===== src/rtl/btn_pkg.sv =====
// Shared constants and types for the push-button event controller.
package btn_pkg;

  localparam logic [1:0] ADDR_LEVEL   = 2'd0;
  localparam logic [1:0] ADDR_PRESS   = 2'd1;
  localparam logic [1:0] ADDR_RELEASE = 2'd2;
  localparam logic [1:0] ADDR_IRQEN   = 2'd3;

  typedef enum logic [1:0] {
    LO      = 2'd0,
    WAIT_HI = 2'd1,
    HI      = 2'd2,
    WAIT_LO = 2'd3
  } db_state_t;

endpackage


===== src/rtl/btn_debounce_ch.sv =====
// One button channel: 2-flop synchroniser, stability-counter debounce FSM,
// and registered one-cycle press/release pulses.
//
// state   | meaning
// LO      | debounced level 0, input agrees
// WAIT_HI | level 0, input high, counting stable cycles
// HI      | debounced level 1, input agrees
// WAIT_LO | level 1, input low, counting stable cycles
module btn_debounce_ch
  import btn_pkg::*;
#(
  parameter int DB_CYCLES = 1_000_000,
  parameter int CNT_W     = $clog2(DB_CYCLES + 1)
) (
  input  logic clk,
  input  logic rst,
  input  logic i_btn_raw,
  output logic o_level,
  output logic o_press,
  output logic o_release
);

  localparam logic [CNT_W-1:0] CNT_TC = CNT_W'(DB_CYCLES - 1);

  logic             r_sync1;
  logic             r_sync2;
  db_state_t        r_state;
  logic [CNT_W-1:0] r_cnt;
  logic             r_press;
  logic             r_release;

  db_state_t        w_state_nxt;
  logic [CNT_W-1:0] w_cnt_nxt;
  logic             w_press_nxt;
  logic             w_release_nxt;

  always_ff @(posedge clk) begin
    if (rst) begin
      r_sync1   <= 1'b0;
      r_sync2   <= 1'b0;
      r_state   <= LO;
      r_cnt     <= '0;
      r_press   <= 1'b0;
      r_release <= 1'b0;
    end else begin
      r_sync1   <= i_btn_raw;
      r_sync2   <= r_sync1;
      r_state   <= w_state_nxt;
      r_cnt     <= w_cnt_nxt;
      r_press   <= w_press_nxt;
      r_release <= w_release_nxt;
    end
  end

  // The count exits at CNT_TC, so the increment can never wrap.
  always_comb begin
    w_state_nxt   = r_state;
    w_cnt_nxt     = r_cnt;
    w_press_nxt   = 1'b0;
    w_release_nxt = 1'b0;
    case (r_state)
      LO: begin
        if (r_sync2) begin
          w_state_nxt = WAIT_HI;
          w_cnt_nxt   = CNT_W'(1);
        end
      end
      WAIT_HI: begin
        if (!r_sync2) begin
          w_state_nxt = LO;
          w_cnt_nxt   = '0;
        end else if (r_cnt == CNT_TC) begin
          w_state_nxt = HI;
          w_cnt_nxt   = '0;
          w_press_nxt = 1'b1;
        end else begin
          w_cnt_nxt = r_cnt + CNT_W'(1);
        end
      end
      HI: begin
        if (!r_sync2) begin
          w_state_nxt = WAIT_LO;
          w_cnt_nxt   = CNT_W'(1);
        end
      end
      WAIT_LO: begin
        if (r_sync2) begin
          w_state_nxt = HI;
          w_cnt_nxt   = '0;
        end else if (r_cnt == CNT_TC) begin
          w_state_nxt   = LO;
          w_cnt_nxt     = '0;
          w_release_nxt = 1'b1;
        end else begin
          w_cnt_nxt = r_cnt + CNT_W'(1);
        end
      end
      default: begin
        w_state_nxt = LO;
        w_cnt_nxt   = '0;
      end
    endcase
  end

  assign o_level   = (r_state == HI) || (r_state == WAIT_LO);
  assign o_press   = r_press;
  assign o_release = r_release;

endmodule


===== src/rtl/btn_event_ctrl.sv =====
// N-channel button front end: per-channel debounce plus sticky press/release
// flags, interrupt enable and a word-addressed MMIO register port.
module btn_event_ctrl
  import btn_pkg::*;
#(
  parameter int NUM_CH    = 5,
  parameter int DB_CYCLES = 1_000_000,
  parameter int CNT_W     = $clog2(DB_CYCLES + 1)
) (
  input  logic              clk,
  input  logic              rst,
  input  logic [NUM_CH-1:0] btn_raw,
  output logic [NUM_CH-1:0] btn_level,
  output logic [NUM_CH-1:0] btn_press,
  output logic [NUM_CH-1:0] btn_release,
  input  logic              mmio_rd,
  input  logic              mmio_wr,
  input  logic [1:0]        mmio_addr,
  input  logic [31:0]       mmio_wdata,
  output logic [31:0]       mmio_rdata,
  output logic              irq
);

  logic [NUM_CH-1:0] r_press_st;
  logic [NUM_CH-1:0] r_release_st;
  logic [NUM_CH-1:0] r_irq_en;
  logic [31:0]       r_rdata;

  logic [NUM_CH-1:0] w_wdata_ch;
  logic [NUM_CH-1:0] w_clr_press;
  logic [NUM_CH-1:0] w_clr_release;
  logic              w_wr_irqen;
  logic [31:0]       w_rd_mux;
  logic              w_unused;

  for (genvar g = 0; g < NUM_CH; g++) begin : g_ch
    btn_debounce_ch #(
      .DB_CYCLES (DB_CYCLES),
      .CNT_W     (CNT_W)
    ) u_ch (
      .clk       (clk),
      .rst       (rst),
      .i_btn_raw (btn_raw[g]),
      .o_level   (btn_level[g]),
      .o_press   (btn_press[g]),
      .o_release (btn_release[g])
    );
  end

  assign w_wdata_ch    = mmio_wdata[NUM_CH-1:0];
  assign w_clr_press   = (mmio_wr && mmio_addr == ADDR_PRESS)   ? w_wdata_ch : '0;
  assign w_clr_release = (mmio_wr && mmio_addr == ADDR_RELEASE) ? w_wdata_ch : '0;
  assign w_wr_irqen    = mmio_wr && (mmio_addr == ADDR_IRQEN);
  assign w_unused      = ^mmio_wdata;

  always_comb begin
    w_rd_mux = '0;
    case (mmio_addr)
      ADDR_LEVEL:   w_rd_mux = 32'(btn_level);
      ADDR_PRESS:   w_rd_mux = 32'(r_press_st);
      ADDR_RELEASE: w_rd_mux = 32'(r_release_st);
      ADDR_IRQEN:   w_rd_mux = 32'(r_irq_en);
      default:      w_rd_mux = '0;
    endcase
  end

  // A set in the same cycle as a W1C clear wins; read data is the pre-write value.
  always_ff @(posedge clk) begin
    if (rst) begin
      r_press_st   <= '0;
      r_release_st <= '0;
      r_irq_en     <= '0;
      r_rdata      <= '0;
    end else begin
      r_press_st   <= (r_press_st & ~w_clr_press) | btn_press;
      r_release_st <= (r_release_st & ~w_clr_release) | btn_release;
      if (w_wr_irqen) r_irq_en <= w_wdata_ch;
      if (mmio_rd)    r_rdata  <= w_rd_mux;
    end
  end

  assign mmio_rdata = r_rdata;
  assign irq        = |(r_press_st & r_irq_en);

endmodule


===== config.mk =====
export PLATFORM = sky130hd
export DESIGN_NAME = btn_event_ctrl
export DESIGN_NICKNAME = d
export VERILOG_FILES = /design/src/rtl/btn_pkg.sv /design/src/rtl/btn_debounce_ch.sv /design/src/rtl/btn_event_ctrl.sv
export SDC_FILE = /design/constraint.sdc
export NUM_CORES = 1
export LEC_CHECK = 0
export CORE_MARGIN = 4
export CORE_UTILIZATION = 60
export DETAILED_ROUTE_END_ITERATION = 6
export GPL_TIMING_DRIVEN = 0
export PLACE_DENSITY = 0.83
export SYNTH_ARGS = -nofsm -noshare
export SYNTH_HDL_FRONTEND = slang
export SYNTH_SLANG_ARGS = --single-unit

===== constraint.sdc =====
create_clock -name clk -period 4.1 [get_ports clk]
set_clock_uncertainty 0.1 [all_clocks]
set_input_delay 0.41 -clock clk [delete_from_list [all_inputs] [get_ports clk]]
set_output_delay 0.41 -clock clk [all_outputs]
set_load 0.02 [all_outputs]

==> results.py <==
metrics = {
    "layout": {
        "stdcell_count": 1128,
        "mostFrequentLayoutCell": "dfxtp_1",
        "n_antenna_cell": 0,
        "syn2layout_area_growth_pct": 16.8,
        "layout-drive-gt1-share_pct": 11.0,
        "fin_util_pct": 72.0,
        "final_cell_mix": "dfxtp_1 (150), nand2_1 (85), nor2_1 (72)",
        "num-nets-final": 996,
        "design_area_mm2": 0.00869,
    },
    "logic_synthesis": {
        "synth_area_leaders": "dfxtp_1 (40%), nand2_1 (4.3%), buf_4 (4.2%)",
        "synthesis.yosys.warnings": 0,
        "yosysSeqAreaShare_pct": 40.4,
        "synth_top_area_share_pct": 40.4,
        "synthCells": 870,
        "synthArstFlopShare_pct": 0,
        "synth.ff_latch_count": 150,
        "synth_edf_count": 0,
        "yosysTopAreaCell": "dfxtp_1",
        "ys_types": 63,
        "syn_area_mm2": 0.00744,
        "synth_area_per_cell_um2": 8.55,
        "synth_ff_type": "dfxtp_1",
    },
    "critical_path": {
        "required_ns": 4.29,
        "crit_arrival_ns": 3.08,
        "path_class": "in -> reg",
        "endpoint_kind": "register",
        "start_kind": "primary input",
        "cp_max_fo": 10,
    },
    "place": {
        "placedInstanceArea_mm2": 0.00808,
        "pre_cts_ws_ns": 0.784,
        "portBuffers": 33,
        "dp_cells": 1097,
        "dp_hpwl_mm": 11.3,
        "place_congestion": 0.858,
    },
    "clocking": {
        "numCtsBuffers": 17,
        "clkSinkCount": 150,
        "clock_path_buffers": 2,
        "cts.repair.resized": 0,
        "htreeDepth": 4,
        "postCtsHoldBufs": 0,
        "post_cts_buffers": 0,
        "insertion_delay_ns": 0.43,
        "cts-root-buf": "clkbuf_16",
        "clk_pin_slew_ns": 0.06,
        "tritoncts": "done",
    },
    "timing": {
        "hold_viol": 0,
        "hold_ws_ns": 0.320,
        "fin_setup_tns_ns": 0,
        "setup_viol": 0,
        "worst_pin_slew_ns": 1.16,
        "slew_violations": 0,
        "slew_headroom_pct": 22.1,
        "fin_ws_ns": 1.21,
        "rsz0062_at_grt": "no",
        "fmax_mhz": 346,
        "fin_crit_ns": 2.89,
        "period_share_pct": 70.5,
    },
    "routing": {
        "viasPerCell": 5.89,
        "ant_nets": 0,
        "dr_total_vias": 6647,
        "drt_wl_total_mm": 16.7,
        "wl_per_cell_um": 14.8,
        "drc": 0,
        "first_pass_iters": 6,
        "drt-initial-drc-count": 694,
    },
    "grt": {
        "grt_overflow": 0,
        "grt_antenna_before_repair": 0,
        "grt_max_degree": 17,
        "grt_use_total_pct": 23.3,
        "grt_pass1_wl_mm": 27.9,
        "grt_pass1_vias": 5973,
    },
    "flow_run": {
        "drv_cap": 0,
    },
    "pwr": {
        "p_total_mw": 3.27,
        "peakVddDrop_v": 0.000314,
        "leakagePower_nw": 3.28,
        "powerDensity_mw_per_mm2": 376,
    },
    "min_path": {
        "min_path_type": "in -> reg",
    },
    "floorplanning": {
        "core_area_mm2": 0.0121,
        "die_w_um": 119,
        "die_area_mm2": 0.0142,
        "die_height_um": 119,
        "start_util_pct": 61.7,
        "pin_count": 91,
        "core.rowCount": 40,
    },
    "run_status": {
        "status": "completed",
    },
}
flip-flops by register name, summed over array words and instances, names as in the netlist, named ones only:
register	flops
r_release_st	5
r_press_st	5
g_ch.u_ch.r_cnt	100
g_ch.u_ch.r_sync2	5
g_ch.u_ch.r_sync1	5
r_irq_en	5
g_ch.u_ch.r_state	5
mmio_rdata	5
g_ch.u_ch.o_press	5
g_ch.u_ch.o_release	5
area by class of cell:
cell class | instances | area, µm²
buffer | 83 | 504
clock buffer | 17 | 425
clock inverter | 14 | 185
fill | 894 | 3370
inverter | 10 | 37.5
multi-input combinational | 653 | 3990
sequential | 150 | 3000
tap | 168 | 210
timing repair buffer | 33 | 330
worst paths after layout:
path	startpoint	to	slack [ns]	cells after the start
max	rst	g_ch[1].u_ch.r_cnt[1]	1.21	6
min	mmio_rd	mmio_rdata[3]	0.32	3
max reg2reg	g_ch[4].u_ch.r_cnt[0]	g_ch[4].u_ch.r_cnt[5]	1.71	7
min reg2reg	g_ch[3].u_ch.r_sync1	g_ch[3].u_ch.r_sync2	0.34	1
power breakdown:
part / internal (mW) / switching, mW
sequential: 1.47 / 0.0123
clock: 1.01 / 0.609
combinational: 0.0612 / 0.102
critical path: stages:
cell and delay (ns):
clkdlybuf4s50_1 0.70, clkbuf_1 0.53, clkbuf_1 0.45, clkbuf_1 0.40, clkbuf_1 0.47, nor2_1 0.10
cell families after synthesis:
family                     count (synthesis)  synth area share [%]
adders and majority gates                  5                 0.841
muxes                                     21                  3.67
DFF                                      150                  40.4
xor gates and xnor gates                  29                  3.41
and+or+nand+nor                          377                  27.2
AOI/OAI and AO/OA                        194                  17.2
other                                      1                0.0504
buffers and inverters                     93                  7.28
synth_stat cells (all sizes together) (7+ instances only):
cell type / instances
nand2b: 13
xnor2: 16
a31oi: 50
inv: 10
and3: 19
o21ai: 29
a21oi: 51
nand3: 57
nor2b: 13
nor4b: 8
mux2i: 16
nand2: 85
clkbuf: 27
nand4: 21
a22o: 23
a21o: 8
buf: 56
dfxtp: 150
a22oi: 7
nor3: 23
and4: 9
xor2: 13
nor2: 72
or3: 14
a211oi: 9
layer usage:
layer	part of all wire [%]	up-vias	track usage, %
li1	-	3271	-
met1	46	3094	31.5
met2	46	257	36.8
met3	6.4	25	4.51
met4	1.8	0	9.31
met5	0	-	0
No activity file was read; power rests on OpenSTA's default activity.
